**config.mk**
```make
export PLATFORM = sky130hd
export DESIGN_NAME = apb_periph_arbiter
export DESIGN_NICKNAME = d
export VERILOG_FILES = /design/src/rtl/apb_periph_arbiter.sv
export SDC_FILE = /design/constraint.sdc
export NUM_CORES = 1
export LEC_CHECK = 0
export ABC_AREA = 1
export BUFFER_PORTS_ARGS = -buffer_cell sky130_fd_sc_hd__buf_2
export CORE_ASPECT_RATIO = 1.25
export CORE_MARGIN = 2
export CORE_UTILIZATION = 30
export CTS_BUF_LIST = sky130_fd_sc_hd__clkbuf_16
export DETAILED_ROUTE_END_ITERATION = 8
export GPL_ROUTABILITY_DRIVEN = 0
export RECOVER_POWER = 25
export SKIP_CTS_REPAIR_TIMING = 1
export SKIP_LAST_GASP = 1
export SLEW_MARGIN = 30
export SYNTH_ARGS = -nofsm -noshare
export SYNTH_HDL_FRONTEND = slang
export SYNTH_SLANG_ARGS = --single-unit
```
**constraint.sdc**
```tcl
create_clock -name clk_i -period 4.2 [get_ports clk_i]
set_input_delay 0 -clock clk_i [delete_from_list [all_inputs] [get_ports clk_i]]
set_output_delay 0 -clock clk_i [all_outputs]
set_load 0.03 [all_outputs]
```
**src/rtl/apb_periph_arbiter.sv**
```systemverilog
// Two-port round-robin APB arbiter in front of the peripheral bus wrapper.
// One transfer in flight; an optional ACCESS-phase timeout aborts hung slaves with PSLVERR.
module apb_periph_arbiter #(
    parameter int unsigned APB_ADDR_WIDTH = 32,
    parameter int unsigned APB_DATA_WIDTH = 32,
    parameter int unsigned TIMEOUT_CYCLES = 256
) (
    input  logic                           clk_i,
    input  logic                           rst_i,
    input  logic [1:0]                     rq_psel_i,
    input  logic [1:0]                     rq_penable_i,
    input  logic [1:0]                     rq_pwrite_i,
    input  logic [1:0][APB_ADDR_WIDTH-1:0] rq_paddr_i,
    input  logic [1:0][APB_DATA_WIDTH-1:0] rq_pwdata_i,
    output logic [1:0]                     rq_pready_o,
    output logic [APB_DATA_WIDTH-1:0]      rq_prdata_o,
    output logic [1:0]                     rq_pslverr_o,
    output logic                           m_psel_o,
    output logic                           m_penable_o,
    output logic                           m_pwrite_o,
    output logic [APB_ADDR_WIDTH-1:0]      m_paddr_o,
    output logic [APB_DATA_WIDTH-1:0]      m_pwdata_o,
    input  logic                           m_pready_i,
    input  logic [APB_DATA_WIDTH-1:0]      m_prdata_i,
    input  logic                           m_pslverr_i,
    output logic                           timeout_o,
    output logic                           busy_o
);

    typedef enum logic [1:0] {
        IDLE   = 2'd0,
        SETUP  = 2'd1,
        ACCESS = 2'd2,
        DONE   = 2'd3
    } state_e;

    localparam int unsigned CNT_W = $clog2(TIMEOUT_CYCLES + 2);
    localparam logic [CNT_W-1:0] CNT_LAST =
        CNT_W'((TIMEOUT_CYCLES > 0) ? (TIMEOUT_CYCLES - 1) : 0);

    state_e                    state_q, state_d;
    logic [CNT_W-1:0]          cnt_q, cnt_d;
    logic                      last_grant_q, last_grant_d;
    logic                      grant_q, grant_d;
    logic                      latch_en;
    logic                      pwrite_q;
    logic [APB_ADDR_WIDTH-1:0] paddr_q;
    logic [APB_DATA_WIDTH-1:0] pwdata_q;
    logic                      timeout_hit;

    // PENABLE from the requesters carries no information for arbitration.
    logic unused_penable;
    assign unused_penable = ^rq_penable_i;

    assign timeout_hit = (TIMEOUT_CYCLES != 0) && (cnt_q == CNT_LAST);

    always_ff @(posedge clk_i) begin
        if (rst_i) begin
            state_q      <= IDLE;
            cnt_q        <= '0;
            last_grant_q <= 1'b1;
            grant_q      <= 1'b0;
        end else begin
            state_q      <= state_d;
            cnt_q        <= cnt_d;
            last_grant_q <= last_grant_d;
            grant_q      <= grant_d;
        end
    end

    // Transfer payload is only observed while SETUP/ACCESS, so it needs no reset.
    always_ff @(posedge clk_i) begin
        if (latch_en) begin
            pwrite_q <= rq_pwrite_i[grant_d];
            paddr_q  <= rq_paddr_i[grant_d];
            pwdata_q <= rq_pwdata_i[grant_d];
        end
    end

    always_comb begin
        state_d      = state_q;
        cnt_d        = cnt_q;
        last_grant_d = last_grant_q;
        grant_d      = grant_q;
        latch_en     = 1'b0;
        case (state_q)
            IDLE: begin
                if (|rq_psel_i) begin
                    grant_d  = (&rq_psel_i) ? ~last_grant_q : rq_psel_i[1];
                    latch_en = 1'b1;
                    state_d  = SETUP;
                end
            end
            SETUP: state_d = ACCESS;
            ACCESS: begin
                cnt_d = cnt_q + 1'b1;
                if (m_pready_i || timeout_hit) begin
                    last_grant_d = grant_q;
                    state_d      = DONE;
                end
            end
            DONE: begin
                cnt_d   = '0;
                state_d = IDLE;
            end
            default: state_d = IDLE;
        endcase
    end

    always_comb begin
        m_psel_o     = 1'b0;
        m_penable_o  = 1'b0;
        m_pwrite_o   = 1'b0;
        m_paddr_o    = '0;
        m_pwdata_o   = '0;
        rq_pready_o  = 2'b00;
        rq_prdata_o  = '0;
        rq_pslverr_o = 2'b00;
        timeout_o    = 1'b0;
        busy_o       = (state_q != IDLE);
        if (state_q == SETUP || state_q == ACCESS) begin
            m_psel_o   = 1'b1;
            m_pwrite_o = pwrite_q;
            m_paddr_o  = paddr_q;
            m_pwdata_o = pwdata_q;
        end
        if (state_q == ACCESS) begin
            m_penable_o = 1'b1;
            if (m_pready_i) begin
                rq_pready_o[grant_q]  = 1'b1;
                rq_prdata_o           = m_prdata_i;
                rq_pslverr_o[grant_q] = m_pslverr_i;
            end else if (timeout_hit) begin
                rq_pready_o[grant_q]  = 1'b1;
                rq_pslverr_o[grant_q] = 1'b1;
                timeout_o             = 1'b1;
            end
        end
    end

endmodule

```
; Word level (Yosys, flattened, before mapping)
; Index checks and enable logic that the tools add are counted.
[totals]
output_inout_bits = 105
in_bits = 170
ff_bits = 78
wordCells = 61
[classes]
n_reduce_logical = 10
eq_ne = 6
add_sub_neg = 1
magnitude_cmp = 3
n_bitwise = 2
mux = 32
[op_table]
columns = cell, count
row1 = 32-bit 2-to-1 mux, 8
row2 = 9-bit case mux with 2 select lines, 1
row3 = 1-bit 2-to-1 mux, 14
row4 = 2-bit 2-to-1 mux, 7
row5 = 9-bit by 1-bit adder with 9-bit output (second input constant), 1
row6 = 9-bit by 8-bit == test with 1-bit output (second input constant), 1
row7 = 2-bit case mux with 4 select lines, 1
row8 = 2-bit AND reduction, 3
row9 = 2-bit == test (second input constant), 2
row10 = 1-bit by 2-bit less-than comparator with 1-bit output (second input constant), 2
row11 = 2-bit inequality test (second input constant), 2
row12 = 2-bit nonzero test, 2
row13 = 2-bit bitwise AND, 1
row14 = 2-bit by 1-bit == test with 1-bit output (second input constant), 1
row15 = 2-bit zero test, 1
row16 = 1-bit logical OR, 2
row17 = 2-bit OR reduction, 1
row18 = 1-bit demux with 1-bit select, 1
row19 = 1-bit >= comparator (second input constant), 1
row20 = 1-bit logical AND, 1
row21 = 1-bit inverter, 1

; Logic depth before layout (Yosys ltp)
; Gate-level depths: netlist (run 1).
[depth]
word_depth = 7
mapped_depth = 11
depth_no_buf = 11

; Worst setup path before layout (run 1)
; Ideal clock, no wire load.
[synth_path]
path_kind = register to register
start = reg state_q[0]
end = reg paddr_q[0] (enable)
required_time_ns = 3.712
path_stages_with_launch = 5
setup_ns = 0.488
slack_ns = 0.261
synth_period_minus_slack_ns = 3.939
arrival_time_ns = 3.450
path_buffers = 0
path_cell_list = dfxtp_1 -> inv_1 -> ha_1 -> inv_2 -> nor2_1
[synth_between]
elab_chain_cells = 2
[synth_rtl]
columns = element, line
row1 = start: declaration, 41  ; state_e state_q, state_d;
row2 = start signal: assignment, 64  ; state_q <= state_d;
row3 = 2-bit zero test, 86  ; case (state_q)
row4 = 1-bit 2-to-1 mux, 86
row5 = via latch_en, 45  ; logic latch_en;
row6 = end signal: assignment, 75  ; paddr_q <= rq_paddr_i[grant_d];
row7 = end: declaration, 47  ; logic [APB_ADDR_WIDTH-1:0] paddr_q;
; The timed path passes the listed nets, and every way through them passes these cells.
; A chain may end at the register's enable or synchronous reset.

; Worst setup path in the final report (run 1)
[layout_path]
start = reg state_q[0]
end = reg pwdata_q[30] (data pin)
[layout_between]
elab_chain_cells = 4
[layout_rtl]
columns = element, line
row1 = 2-bit zero test, 86
row2 = 1-bit 2-to-1 mux, 86
row3 = 32-bit 2-to-1 mux (implied by the code) (2 in series), 76  ; pwdata_q <= rq_pwdata_i[grant_d];
row4 = end signal: assignment, 76
row5 = end: declaration, 48  ; logic [APB_DATA_WIDTH-1:0] pwdata_q;
; No other way between the ends. The select of a mux whose other input is x is not followed.

==> impl_metrics.env, run 1 <==
export IMPL_htreeDepth=3
export IMPL_worstPathArrival_ps=2980
export IMPL_grt_pass1_wl_um=19600
export IMPL_hold_violations=16
export IMPL_synth_area_sq_um=4380
export IMPL_io_buffers=272
export IMPL_start_util_pct=30.6
export IMPL_syn_inst=591
export IMPL_cts_inserted_buffers=9
export IMPL_cts_sinks=78
export IMPL_ir_drop_uv=617
export IMPL_synthTopCellsByArea="edfxtp_1, nand2_1, inv_1, nand3_1, dfxtp_1"
export IMPL_crit_path_max_fanout=66
export IMPL_synth_seq_cells=78
export IMPL_skew_ps=8.73
export IMPL_grtUsageTotal_pct=15.7
export IMPL_r2r_slack_ps=1300
export IMPL_clk_latency_ps=330
export IMPL_relSlewSlack_pct=8.40
export IMPL_syn_num_nets=766
export IMPL_drt_first_pass_iters=5
export IMPL_core_area_sq_um=14300
export IMPL_rsz0062_at_grt="false"
export IMPL_crit_buf_inv=4
export IMPL_violations="hold timing"
export IMPL_critical_path_top_delay_family="buffers and inverters"
export IMPL_layout_commonest_cell="buf_2"
export IMPL_grt_overflow=0
export IMPL_required_ps=4280
export IMPL_start_kind="flop"
export IMPL_placed_area_sq_um=5830
export IMPL_fp_dieW_um=112
export IMPL_status="finished, violations left"
export IMPL_synth_top_area_cell="edfxtp_1"
export IMPL_cts_buffer_depth=2
export IMPL_r2r_end="pwdata_q[30]$_DFFE_PP_"
export IMPL_setup_violations=0
export IMPL_nFillCells=1409
export IMPL_vias=4901
export IMPL_synth_warning_count=0
export IMPL_synth_top_area_share_pct=44.5
export IMPL_critPathKind="flop to flop"
export IMPL_maxCapViolCount=0
export IMPL_post_route_min_period_ps=2900
export IMPL_hold_path_class="input port to flop"
export IMPL_routed_via_density=4.34
export IMPL_area_delta_synth_final_pct=61.9
export IMPL_place_hpwl_um=9230
export IMPL_n_antenna_cell=0
export IMPL_critical_path_max_stage_delay_ps=740
export IMPL_drv_slew=0
export IMPL_fin_tns_setup_ps=0
export IMPL_hold_path_depth=3
export IMPL_die_h_um=139
export IMPL_drt_iter0_markers=185
export IMPL_fin_crit_sh_pct=69.1
export IMPL_reg2reg_from="state_q[0]$_SDFFE_PP0P_"
export IMPL_syn_avg_cell_area_sq_um=7.42
export IMPL_root_buffer="clkbuf_16"
export IMPL_path_cells="inv_1 -> ha_1 -> inv_1 -> o21bai_1 -> nand2_2 -> clkbuf_2 -> nand2_1 -> nand2_1 -> dlygate4sd3_1"
export IMPL_fmax_ghz=0.345
export IMPL_whs_ps=-38.9
export IMPL_power_per_cell_area_nw_per_um2=753
export IMPL_grt_pass1_vias=4070
export IMPL_cp_end_kind="flop"
export IMPL_clkTransAtPathRegs_ps=60
export IMPL_layout_common_cells="buf_2, nand2_1, inv_1"
export IMPL_leakagePower_nw=4.15
export IMPL_dieArea_sq_um=15600
export IMPL_io_pin_count=275
export IMPL_ff2ff_path_depth=9
export IMPL_wl_per_cell_um=12.3
export IMPL_final_cells=1130
export IMPL_grt_max_degree=67
export IMPL_wl_um=13900
export IMPL_cts_tree="done"
export IMPL_crit_slowest_cell="clkbuf_2"
export IMPL_hp_start="rq_paddr_i[31]"
export IMPL_final_area_sq_um=7100
export IMPL_drcViolationCount=0
export IMPL_final_nets=1123
export IMPL_final_antenna_net_count=0
export IMPL_holdPathEnd="paddr_q[31]$_DFFE_PP_"
export IMPL_layout_drive_gt1_share_pct=27.9
export IMPL_yosysSeqAreaShare_pct=50.5
export IMPL_antenna_found_initial=0
export IMPL_dp_cells=1014
export IMPL_worst_slew_pin_slew_ps=1370
export IMPL_row_count=49
export IMPL_ys_types=18
Yosys cell counts (all sizes together):
library cell / number
clkbuf: 7
o21ai: 2
nand3b: 1
dfxtp: 13
buf: 25
a21oi: 7
edfxtp: 65
nand2: 219
nor2: 51
nand3: 74
inv: 115
ha: 5
nand4: 1
o21bai: 1
nor3: 5
stage by stage:
step	util, %	setup WS (ps)	hold slack [ps]	total power [mW]
after floorplan	-	261	69.1	3.55
after global placement	40.7	2070	266	4.29
after detailed placement	40.7	2040	265	4.32
after CTS	42.8	1700	-95.6	5.15
after global routing	49.5	1010	-15.8	5.74
final	49.5	1300	-38.9	5.34
where the power goes:
group          switching, mW  internal [mW]
registers             0.0882           1.35
logic                   2.17          0.920
clock network          0.303          0.517
total                   2.56           2.78
cell families (layout without fill, tap and decap cells):
kind of cell	after synthesis	in the layout	share of synthesized area, %
AOI/OAI and AO/OA	10	10	1.28
adders and majority gates	5	5	1.43
buffers and inverters	147	508	14.4
DFF	78	78	50.5
and+or+nand+nor	351	351	32.5
routing by layer:
metal  up-vias  track usage [%]  part of all wire [%]
met5         -                0                     0
met4         0             5.78                   1.4
met3        15             3.28                   6.8
met2       205             29.6                    54
met1      2173             17.2                    38
li1       2508                -                     -
worst reg2reg max path, cell delays in order (launching register included):
cell and delay, ps:
dfxtp_1 310, inv_1 90, ha_1 230, inv_1 100, o21bai_1 210, nand2_2 50
clkbuf_2 740, nand2_1 300, nand2_1 80, dlygate4sd3_1 550
layout make-up:
class | count | area, sq um | share of cell area (%)
multi-input combinational | 366 | 1550 | 21.8
sequential | 78 | 2210 | 31.2
inverter | 115 | 432 | 6.08
clock buffer | 9 | 225 | 3.17
clock inverter | 6 | 86.3 | 1.22
tap | 178 | 223 | 3.14
timing repair buffer | 378 | 2370 | 33.4
state kept, by name, indices dropped and copies added (netlist names):
register	flops
pwdata_q	32
grant_q	1
cnt_q	9
last_grant_q	1
paddr_q	32
pwrite_q	1
state_q	2
how the worst max path moves through the flow:
stage,start,endpoint,cells after the start
detailed placement,state_q[0]$_SDFFE_PP0P_,pwdata_q[20]$_DFFE_PP_,5
CTS,state_q[0]$_SDFFE_PP0P_,rq_prdata_o[19],5
global placement,state_q[0]$_SDFFE_PP0P_,pwdata_q[13]$_DFFE_PP_,5
global route,state_q[0]$_SDFFE_PP0P_,paddr_q[23]$_DFFE_PP_,9
floorplan,state_q[0]$_SDFFE_PP0P_,paddr_q[0]$_DFFE_PP_,4
finish,state_q[0]$_SDFFE_PP0P_,pwdata_q[30]$_DFFE_PP_,9
(Power assumes the default switching activity.)
==> run 2, diff against run 1 <==
--- a/config.mk
+++ b/config.mk
@@ -5,7 +5,7 @@
 export SDC_FILE = /design/constraint.sdc
 export NUM_CORES = 1
 export LEC_CHECK = 0
-export ABC_AREA = 1
+export ABC_AREA = 0
 export BUFFER_PORTS_ARGS = -buffer_cell sky130_fd_sc_hd__buf_2
 export CORE_ASPECT_RATIO = 1.25
 export CORE_MARGIN = 2
==> constraint.sdc (replaced) <==
create_clock -name clk_i -period 2.88 [get_ports clk_i]
set_input_delay 0 -clock clk_i [delete_from_list [all_inputs] [get_ports clk_i]]
set_output_delay 0 -clock clk_i [all_outputs]
set_load 0.03 [all_outputs]
==> impl_metrics.env, run 2 <==
export IMPL_leakagePower_nw=3.58
export IMPL_synth_warning_count=0
export IMPL_placed_area_sq_um=5750
export IMPL_worstPathArrival_ps=2850
export IMPL_core_area_sq_um=13800
export IMPL_hold_path_depth=2
export IMPL_synth_main_ff_cell="edfxtp_1"
export IMPL_grt_pass1_vias=3453
export IMPL_start_util_pct=30.6
export IMPL_critical_path_max_stage_delay_ps=570
export IMPL_grtUsageTotal_pct=14.0
export IMPL_synth_top_area_cell="edfxtp_1"
export IMPL_preCtsSetupSlack_ps=631
export IMPL_ir_drop_uv=967
export IMPL_required_ps=2950
export IMPL_ff2ff_path_depth=7
export IMPL_crit_path_max_fanout=30
export IMPL_hp_start="rq_paddr_i[40]"
export IMPL_drv_slew=0
export IMPL_root_buffer="clkbuf_16"
export IMPL_cts_sinks=78
export IMPL_r2r_end="pwrite_q$_DFFE_PP_"
export IMPL_vias=4055
export IMPL_layout_commonest_cell="buf_2"
export IMPL_ys_types=29
export IMPL_relSlewSlack_pct=64.9
export IMPL_crit_buf_inv=3
export IMPL_setup_violations=0
export IMPL_skew_ps=10.0
export IMPL_cp_end_kind="flop"
export IMPL_dieArea_sq_um=15000
export IMPL_worst_slack_ps=93.5
export IMPL_synth_most_common_cell="and2_1"
export IMPL_drt_iter0_markers=102
export IMPL_post_route_min_period_ps=2790
export IMPL_place_hpwl_um=8530
export IMPL_async_flop_share_pct=0
export IMPL_cts_inserted_buffers=9
export IMPL_crit_slowest_cell="dlygate4sd3_1"
export IMPL_row_count=48
export IMPL_synthTopCellsByArea="edfxtp_1, mux2_4, and2_1, mux2_2, dfxtp_1"
export IMPL_drt_first_pass_iters=4
export IMPL_syn_avg_cell_area_sq_um=12.8
export IMPL_worst_slew_pin_slew_ps=527
export IMPL_grt_max_degree=66
export IMPL_maxCapViolCount=0
export IMPL_holdPathEnd="paddr_q[8]$_DFFE_PP_"
export IMPL_layout_common_cells="buf_2, dlygate4sd3_1, and2_1"
export IMPL_reg2reg_from="state_q[0]$_SDFFE_PP0P_"
export IMPL_whs_ps=-2.27
export IMPL_cts_buffer_depth=2
export IMPL_critical_path_top_delay_family="buffers and inverters"
export IMPL_critPathKind="flop to flop"
export IMPL_io_pin_count=275
export IMPL_yosysSeqAreaShare_pct=52.5
export IMPL_fp_dieW_um=110
export IMPL_synth_seq_cells=78
export IMPL_drcViolationCount=0
export IMPL_antenna_found_initial=0
export IMPL_routed_via_density=4.50
export IMPL_fin_crit_sh_pct=96.8
export IMPL_wl_per_cell_um=14.3
export IMPL_nFillCells=1192
export IMPL_r2r_slack_ps=90
export IMPL_area_delta_synth_final_pct=74.4
export IMPL_synth_common_cells="and2_1, edfxtp_1, mux2_4"
export IMPL_top_regs="paddr_q x32, pwdata_q x32, cnt_q x9"
export IMPL_htreeDepth=3
export IMPL_hold_path_class="input port to flop"
export IMPL_syn_inst=328
export IMPL_synth_top_area_share_pct=46.3
export IMPL_clkTransAtPathRegs_ps=60
export IMPL_final_nets=896
export IMPL_layout_drive_gt1_share_pct=49.6
export IMPL_grt_overflow=0
export IMPL_hold_violations=1
export IMPL_io_buffers=272
export IMPL_die_h_um=136
export IMPL_violations="hold timing"
export IMPL_n_antenna_cell=0
export IMPL_final_area_sq_um=7340
export IMPL_power_per_cell_area_nw_per_um2=1030
export IMPL_start_kind="flop"
export IMPL_wl_um=12900
export IMPL_path_cells="inv_1 -> ha_1 -> nand2_1 -> a32o_4 -> buf_12 -> mux2_2 -> dlygate4sd3_1"
export IMPL_cts_tree="done"
export IMPL_status="finished, violations left"
export IMPL_synth_edf_count=65
export IMPL_fmax_ghz=0.359
export IMPL_synth_area_sq_um=4210
export IMPL_grt_pass1_wl_um=16100
export IMPL_syn_num_nets=503
export IMPL_final_antenna_net_count=0
export IMPL_clk_latency_ps=330
==> run 2: worst reg2reg max path, delay by kind of cell, from the launching register on <==
| family | cells | cell delay [ps] |
|---|---|---|
| AND/OR/NAND/NOR | 1 | 110 |
| multiplexers | 1 | 390 |
| buffers and inverters | 3 | 940 |
| adder cells (fa/ha/maj) | 1 | 260 |
| AO/OA/AOI/OAI | 1 | 470 |
| flip-flops | 1 | 360 |
==> run 2: how the worst max path moves through the flow <==
stage                                 start                     to  slack, ps  cells past startpoint
detailed placement  state_q[0]$_SDFFE_PP0P_  paddr_q[21]$_DFFE_PP_        630                      6
global route        state_q[0]$_SDFFE_PP0P_     pwrite_q$_DFFE_PP_        -20                      7
floorplan           state_q[0]$_SDFFE_PP0P_   paddr_q[0]$_DFFE_PP_        670                      4
finish              state_q[0]$_SDFFE_PP0P_     pwrite_q$_DFFE_PP_         90                      7
CTS                 state_q[0]$_SDFFE_PP0P_  paddr_q[21]$_DFFE_PP_        630                      6
global placement    state_q[0]$_SDFFE_PP0P_  paddr_q[20]$_DFFE_PP_        710                      6
==> run 2: report_power, final <==
group / internal (mW) / switching (mW)
sequential: 1.82 / 0.105
combinational: 1.69 / 2.78
clock: 0.754 / 0.444
==> run 2: cell families after synthesis <==
family,Yosys count,share of synthesized area [%]
flip-flops,78,52.5
XOR/XNOR,4,0.832
AND/OR/NAND/NOR,131,18.2
adder cells (fa/ha/maj),5,1.49
buffers and inverters,30,3.68
multiplexers,67,21.3
AO/OA/AOI/OAI,13,1.99
==> run 2: cell type report <==
class                   instances  area [sq um]  area share, %
flip-flops and latches         78          2210           30.1
clock inverters                 7          91.3           1.24
clock buffers                   9           225           3.07
multi-input cells             220          1860           25.4
inverters                       6          22.5          0.307
well taps                     175           219           2.98
repair buffers                406          2710           36.9
==> run 2: per-layer routing <==
layer,GRT usage (%),share of wire [%],vias up,wire length [um]
met2,28.8,58,179,7510
met4,3.87,1.6,0,212
met5,0,0,-,0
li1,-,-,1950,-
met3,3.50,6.8,17,880
met1,13.2,33,1909,4300
==> run 2: per-stage QoR <==
| step | total power, mW | hold WS, ps | utilization, % | TNS (ps) | instances |
|---|---|---|---|---|---|
| after floorplan | 4.88 | 96.8 | - | 0 | 328 |
| after global placement | 6.02 | 234 | 41.8 | 0 | 757 |
| after detailed placement | 6.09 | 234 | 41.8 | 0 | 757 |
| after CTS | 7.31 | -104 | 44.1 | 0 | 773 |
| after global routing | 8.02 | -6.37 | 53.4 | -75.4 | 901 |
| final | 7.59 | -2.27 | 53.4 | 0 | 901 |
